==> config.mk <==
export PLATFORM = sky130hd
export DESIGN_NAME = dram_controller
export DESIGN_NICKNAME = d
export VERILOG_FILES = /design/src/rtl/dram_controller.sv
export SDC_FILE = /design/constraint.sdc
export NUM_CORES = 1
export LEC_CHECK = 0
export ABC_AREA = 1
export CAP_MARGIN = 40
export CORE_ASPECT_RATIO = 1.25
export CORE_MARGIN = 4
export CORE_UTILIZATION = 40
export DETAILED_ROUTE_END_ITERATION = 6
export PLACE_DENSITY = 0.73
export SLEW_MARGIN = 40
export SYNTH_ARGS = -nofsm -noshare
export SYNTH_HDL_FRONTEND = slang
export SYNTH_SLANG_ARGS = --single-unit
==> constraint.sdc <==
create_clock -name CLK -period 3.1 [get_ports CLK]
set_input_delay 0.31 -clock CLK [delete_from_list [all_inputs] [get_ports CLK]]
set_output_delay 0.31 -clock CLK [all_outputs]
set_load 0.005 [all_outputs]
==> src/rtl/dram_controller.sv <==
// dram_controller -- fast-page controller for one 4M x 16 DRAM bank behind
// the system controller's DRAM select.
//
// Ports
//   CLK         40 MHz clock, all state on the rising edge
//   RST         synchronous reset, active low
//   AS/UDS/LDS  raw 68000 strobes (active low, asynchronous; synchronised here)
//   RW          1 = read, 0 = write (stable while AS is low, sampled directly)
//   DRAM        DRAM select from the system controller (active low, synchronised)
//   ADDR        CPU address A22..A1 (row = A22..A12, column = A11..A1)
//   MA          multiplexed row/column address
//   RAS/CASU/CASL/WE  DRAM strobes, active low
//   DTACK_DRAM  transfer acknowledge to the system controller, active low
//
// Optional build macro DRAM_SLOW_EN: stretches the CAS state to two cycles
// for slower (70 ns) parts.
//
// All DRAM pins are registered: the combinational block computes the next
// state together with the pin values that state should present, so a pin
// changes on the same edge the FSM enters the state that owns it.
module dram_controller #(
  parameter int REFRESH_INTERVAL = 600,
  parameter int RAS_PRECHARGE    = 3,
  parameter int REF_RAS_CYCLES   = 3,
  parameter int ROW_BITS         = 11
) (
  input  logic                CLK,
  input  logic                RST,
  input  logic                AS,
  input  logic                UDS,
  input  logic                LDS,
  input  logic                RW,
  input  logic                DRAM,
  input  logic [21:0]         ADDR,
  output logic [ROW_BITS-1:0] MA,
  output logic                RAS,
  output logic                CASU,
  output logic                CASL,
  output logic                WE,
  output logic                DTACK_DRAM
);

  localparam logic [2:0] IDLE    = 3'd0;
  localparam logic [2:0] ROW     = 3'd1;
  localparam logic [2:0] COL     = 3'd2;
  localparam logic [2:0] CAS     = 3'd3;
  localparam logic [2:0] ACK     = 3'd4;
  localparam logic [2:0] PRE     = 3'd5;
  localparam logic [2:0] REF_CAS = 3'd6;
  localparam logic [2:0] REF_RAS = 3'd7;

  localparam int RC_W = $clog2(REFRESH_INTERVAL);
  localparam logic [RC_W-1:0] REF_WRAP = RC_W'(REFRESH_INTERVAL - 1);

  // Shared down-counter for the multi-cycle states (PRE, REF_RAS, CAS).
  localparam int TW = 8;
  localparam logic [TW-1:0] PRE_LAST  = TW'(RAS_PRECHARGE - 1);
  localparam logic [TW-1:0] RREF_LAST = TW'(REF_RAS_CYCLES - 1);
`ifdef DRAM_SLOW_EN
  localparam logic [TW-1:0] CAS_LAST  = TW'(1);
`else
  localparam logic [TW-1:0] CAS_LAST  = TW'(0);
`endif

  logic [2:0]          state, state_n;
  logic [TW-1:0]       tmr, tmr_n;
  logic [RC_W-1:0]     ref_cnt;
  logic                ref_pend, pend_clr;
  logic [3:0]          sync1, sync2;   // {DRAM, LDS, UDS, AS}
  logic                as_s, uds_s, lds_s, dram_s;
  logic [ROW_BITS-1:0] row, col, ma_n;
  logic                ras_n, casu_n, casl_n, we_n, dtack_n, decide;

  assign as_s   = sync2[0];
  assign uds_s  = sync2[1];
  assign lds_s  = sync2[2];
  assign dram_s = sync2[3];

  assign row = ROW_BITS'(ADDR[21:11]);
  assign col = ROW_BITS'(ADDR[10:0]);

  always_comb begin
    state_n  = state;
    tmr_n    = tmr;
    ma_n     = MA;
    ras_n    = RAS;
    casu_n   = CASU;
    casl_n   = CASL;
    we_n     = WE;
    dtack_n  = 1'b1;   // only ever pulled low when the next state is ACK
    pend_clr = 1'b0;
    decide   = 1'b0;
    case (state)
      IDLE: decide = 1'b1;
      ROW: begin
        state_n = COL;
        ma_n    = col;
        we_n    = RW;   // WE settles a full cycle ahead of CAS
      end
      COL: begin
        if (!uds_s || !lds_s) begin
          state_n = CAS;
          casu_n  = uds_s;  // only strobed bytes get a CAS
          casl_n  = lds_s;
          tmr_n   = CAS_LAST;
        end else if (as_s) begin
          // aborted cycle: bus cycle ended before any data strobe
          state_n = PRE;
          ras_n   = 1'b1;
          we_n    = 1'b1;
          tmr_n   = PRE_LAST;
        end
      end
      CAS: begin
        if (tmr == '0) begin
          state_n = ACK;
          dtack_n = 1'b0;
        end else begin
          tmr_n = tmr - 1'b1;
        end
      end
      ACK: begin
        if (as_s) begin
          state_n = PRE;
          ras_n   = 1'b1;
          casu_n  = 1'b1;
          casl_n  = 1'b1;
          we_n    = 1'b1;
          tmr_n   = PRE_LAST;
        end else begin
          dtack_n = 1'b0;
        end
      end
      // The last precharge cycle makes the IDLE decision itself, so a
      // waiting request starts exactly RAS_PRECHARGE cycles after RAS rose.
      PRE: begin
        if (tmr == '0) decide = 1'b1;
        else           tmr_n  = tmr - 1'b1;
      end
      REF_CAS: begin
        state_n = REF_RAS;
        ras_n   = 1'b0;
        tmr_n   = RREF_LAST;
      end
      REF_RAS: begin
        if (tmr == '0) begin
          state_n = PRE;
          ras_n   = 1'b1;
          casu_n  = 1'b1;
          casl_n  = 1'b1;
          tmr_n   = PRE_LAST;
        end else begin
          tmr_n = tmr - 1'b1;
        end
      end
      default: state_n = IDLE;
    endcase

    if (decide) begin
      if (ref_pend) begin
        // CAS-before-RAS refresh wins over a simultaneous access
        state_n  = REF_CAS;
        pend_clr = 1'b1;
        casu_n   = 1'b0;
        casl_n   = 1'b0;
        ras_n    = 1'b1;
        we_n     = 1'b1;
      end else if (!as_s && !dram_s) begin
        state_n = ROW;
        ras_n   = 1'b0;
        ma_n    = row;
      end else begin
        state_n = IDLE;
      end
    end
  end

  always_ff @(posedge CLK) begin
    if (!RST) begin
      state      <= IDLE;
      tmr        <= '0;
      ref_cnt    <= '0;
      ref_pend   <= 1'b0;
      sync1      <= '1;
      sync2      <= '1;
      MA         <= '0;
      RAS        <= 1'b1;
      CASU       <= 1'b1;
      CASL       <= 1'b1;
      WE         <= 1'b1;
      DTACK_DRAM <= 1'b1;
    end else begin
      state      <= state_n;
      tmr        <= tmr_n;
      sync1      <= {DRAM, LDS, UDS, AS};
      sync2      <= sync1;
      MA         <= ma_n;
      RAS        <= ras_n;
      CASU       <= casu_n;
      CASL       <= casl_n;
      WE         <= we_n;
      DTACK_DRAM <= dtack_n;
      // A wrap that coincides with the consuming edge re-arms the flag;
      // a wrap while already pending just leaves it set.
      if (ref_cnt == REF_WRAP) begin
        ref_cnt  <= '0;
        ref_pend <= 1'b1;
      end else begin
        ref_cnt <= ref_cnt + 1'b1;
        if (pend_clr) ref_pend <= 1'b0;
      end
    end
  end

  // CAS may only fall under an active RAS, except for CAS-before-RAS refresh.
  a_cas_under_ras: assert property (@(posedge CLK) disable iff (!RST)
    ($fell(CASU) || $fell(CASL)) |-> (!RAS || state == REF_CAS));

  // WE must be stable for as long as any CAS stays low.
  a_we_stable: assert property (@(posedge CLK) disable iff (!RST)
    ($past(!CASU || !CASL) && (!CASU || !CASL)) |-> $stable(WE));

endmodule

After elaboration in Yosys (flattened, before gate mapping)
Index checks and enable logic that the tools add are counted.
Widths: inputs -> output; s select.

word-level totals
  flip-flop bits (word level) = 46
  word-level logic and storage cells = 91

cells by class
  add/subtract/negate cells = 2
  equal/unequal tests = 11
  mux-type cells = 50
  bitwise gates (word level) = 1
  reduce and logical (&&, ||, !) cells = 15

operators with widths
  kind                   number
  $mux 11                4
  $pmux 8 s5             1
  $mux 8                 4
  $mux 1                 28
  $mux 3                 6
  $pmux 3 s6             1
  $eq 3x3->1 const B     4
  $add 10x1->10 const B  1
  $eq 10x10->1 const B   1
  $pmux 1 s3             3
  $logic_not 8->1        1
  $sub 8x1->8 const B    1
  $reduce_bool 7->1      1
  $eq 3x2->1 const B     2
  $ne 3x3->1 const B     2
  $reduce_bool 5->1      1
  $logic_not 1->1        4
  $pmux 1 s2             2
  $pmux 1 s4             1
  $reduce_or 2->1        2
  $eq 3x1->1 const B     1
  $logic_not 3->1        1
  $reduce_and 3->1       1
  $ne 2x2->1 const B     1
  5 further kinds        5

Logic depth before layout (Yosys ltp)
  depth after elaboration = 7
  gate-level depth with buffers = 11
  mapped depth without buffers = 10

Worst setup path before layout
Ideal clock, no wire load.

  path type = register to register
  start = register tmr[0]
  end = register MA[0]
  library setup time = 0.113 ns
  data arrival time = 1.274 ns
  slack = 1.713 ns
  stages on the path, launching flop included = 11
  buffers on the path = 1
  clock period less this slack = 1.387 ns
  path through = dfxtp_1 -> inv_1 -> ha_1 -> nand2_1 -> nor2_4 -> nand2_2 -> nand2_2 -> nand2_2 -> buf_2 -> nor2_1 -> nor2_1

between the ends
  cells in the longest elaborated chain, start to end = 4

ends and longest elaborated chain
  element                 RTL line  source
  start, declared         66        logic [TW-1:0] tmr, tmr_n;
  start signal, assigned  194       tmr <= tmr_n;
  $logic_not 8->1         137       if (tmr == '0) decide = 1'b1;
  $mux 1                  137
  $pmux 1 s2              93        case (state)
  $mux 11                 159       if (decide) begin
  end signal, assigned    197       MA <= ma_n;
  end, declared           35        output logic [ROW_BITS-1:0] MA,

Every way passes these cells.
A chain may end at the register's enable or synchronous reset.

Worst setup path in the final report
  start = register state[0]
  end = register tmr[1]

between the ends
  cells in the longest elaborated chain, start to end = 4

ends and longest elaborated chain
  element                                                           RTL line  source
  start, declared                                                   65        logic [2:0] state, state_n;
  start signal, assigned                                            193       state <= state_n;
  $eq 3x3->1 or $eq 3x2->1 (tied branches)                          93
  $reduce_or 2->1 (no source line)                                  --
  $reduce_bool 5->1 (no source line) or $ne 2x2->1 (tied branches)  --
  $reduce_and 2->1 (no source line)                                 --

Several ways; a longest one is shown, not always the timed one.

==> impl_metrics.yaml <==
finish:
  multi_input_area_um2: 1260
  fillers: 558
  fin_nets: 437
  area_growth_pct: 23.2
  seqCellArea_um2: 921
  drive_gt1_frac: 0.0593
  diodes: 0
logic_synthesis:
  ys_types: 29
  synth_cells: 362
  synth-async-reset-ratio: 0
  yosysTopAreaCellShare: 0.389
  syn_area_um2: 2370
  syn_area_per_cell_um2: 6.55
  yosysSeqAreaShare: 0.389
  ys_seq_elements: 46
  synth_edf_count: 0
  synth_warnings: 0
  ys_top_cells_by_area: "dfxtp_1, nand2_1, nand3_1"
  synth_fp_nets: 394
  synthTopCellsByCount: "nand2_1, dfxtp_1, nor2_1"
  synth_flop_cell: "dfxtp_1"
  yosysTopAreaCell: "dfxtp_1"
  yosysMostFrequentCell: "nand2_1"
worst_hold_path:
  hold_class: "reg2reg"
  min_path_cells: 1
worst_setup_path:
  required_ps: 3260
  cp.arrival_ps: 1900
  cp_common_cell: "nand2_1"
  r2r_cells: 9
  path_cells: "nand2_1 -> inv_1 -> nand2_1 -> nand2_1 -> nand2_1 -> nand2_1 -> inv_1 -> o21ai_0 -> a21oi_1"
  timing_worst_setup_path_type: "reg2reg"
  end_kind: "flop"
  crit_slowest_cell: "dfxtp_1"
  startpoint_type: "flop"
  crit_fanout: 8
  slowest_delay_ps: 500
  regToRegSetupSlack_ps: 1360
timing:
  slew_headroom: 0.570
  grt_setup_unrepaired: "false"
  finalSetupTns_ps: 0
  fin_skew_ps: 4.00
  slew_viol_final: 0
  clock.fmax_ghz: 0.576
  setup_viol: 0
  hold_slack_ps: 417
  worst_pin_slew_ps: 640
  fin_crit_sh: 0.560
  hold_viol_final: 0
  fin_crit_ps: 1740
clock_tree:
  cts-htree-levels: 2
  cts_made_buffers: 5
  cts_tree: "built"
  cts_resized: 0
  clockBufferDepth: 2
  root_buffer: "clkbuf_8"
  cts_hold_buf: 0
  clock_sinks: 46
  post_cts_buffers: 0
  clkSlewWorstSetupHoldPaths_ps: 80
  clk_latency_ps: 290
routing:
  detail_route.wl_per_cell_um: 11.8
  drtIter0Drc: 146
  dr.pass1.iters: 4
  antenna_left: 0
  vias: 2361
  wl_um: 5560
  via_per_inst: 5.01
  drcViolationCount: 0
grt:
  grt_max_degree: 25
  grt_overflow: 0
  grt_usage: 0.157
  antenna_found_initial: 0
  grt_pass1_wl_um: 9460
  grt_pass1_vias: 2250
die:
  ios: 45
  die_x_um: 76.8
  core_um2: 5780
  die_area_um2: 7230
  die_h_um: 94.1
  start_util: 0.410
  rows: 31
pwr:
  p_leak_nw: 1.31
  peakVddDrop_v: 0.000323
  power_density_nw_per_um2: 546
status:
  status: "complete, no violations"
placement:
  hpwl_um: 4230
  gp_congestion: 0.912
  portBuffers: 44
run:
  max_cap_violations: 0
## power by group
part / switching (W) / total [W] / internal [W]
Clock: 0.000194 / 0.000349 / 0.000155
Sequential: 0.0000504 / 0.000704 / 0.000654
Combinational: 0.000306 / 0.000540 / 0.000234
## critical path: cells and delay by family (launching register included)
kind / cells / cell delay, ps
flops: 1 / 500
simple gates: 5 / 650
buf+inv: 2 / 270
compound gates: 2 / 200
## layout by cell type, fill, tap and decap left out, drive strengths merged
cell type,instances
clkdlybuf4s50,44
or2,8
o211ai,4
nor4,1
o2111ai,1
o21a,1
ha,3
nor3b,4
nor3,11
o21ai,13
clkinvlp,1
dfxtp,46
a31oi,2
nand3,33
buf,1
inv,35
a22oi,1
a21oi,20
xor2,1
nor2,45
clkbuf,6
nand4,2
nand2,122
## per-stage QoR
stage	util	setup slack (ps)	instances	cell area, µm²	total power (W)
6_report	0.505	1360	471	2920	0.00159
2_1_floorplan	-	1710	362	2370	0.00107
3_3_place_gp	0.491	1330	464	2840	0.00125
5_1_grt	0.505	1130	471	2920	0.00172
3_5_place_dp	0.491	1300	464	2840	0.00125
4_1_cts	0.505	1330	471	2920	0.00161
## state kept, by name, indices dropped and copies added, names as in the netlist
register and count:
MA 11, ref_pend 1, sync2 4, sync1 4, RAS 1, WE 1, CASL 1, tmr 8
DTACK_DRAM 1, state 3, CASU 1, ref_cnt 10
## metal layers
metal | global-route usage | up-vias | routed length (µm)
met5 | 0 | - | 0
met4 | 0.0619 | 0 | 93
met3 | 0.0278 | 10 | 218
met2 | 0.295 | 56 | 2840
met1 | 0.172 | 1052 | 2410
li1 | - | 1243 | -
## path summary, 6_finish.rpt
kind,from,endpoint
setup / recovery,state[0],tmr[1]
setup reg to reg,state[0],tmr[1]
hold reg to reg,sync1[2],sync2[2]
hold / removal,sync1[2],sync2[2]
## final cells by class
| type | instances | share of cell area |
|---|---|---|
| multi-input cells | 272 | 0.430 |
| well taps | 66 | 0.0283 |
| clock inverters | 1 | 0.00257 |
| repair buffers | 45 | 0.153 |
| clock buffers | 6 | 0.0249 |
| flip-flops and latches | 46 | 0.315 |
| inverters | 35 | 0.0450 |
## logic make-up after synthesis
group | after synthesis | synth area share
and+or+nand+nor | 226 | 0.413
DFF | 46 | 0.389
buffers and inverters | 44 | 0.0813
AOI/OAI and AO/OA | 42 | 0.0977
adders and majority gates | 3 | 0.0158
xor gates and xnor gates | 1 | 0.00370
Power figures use the tool's default switching activity.
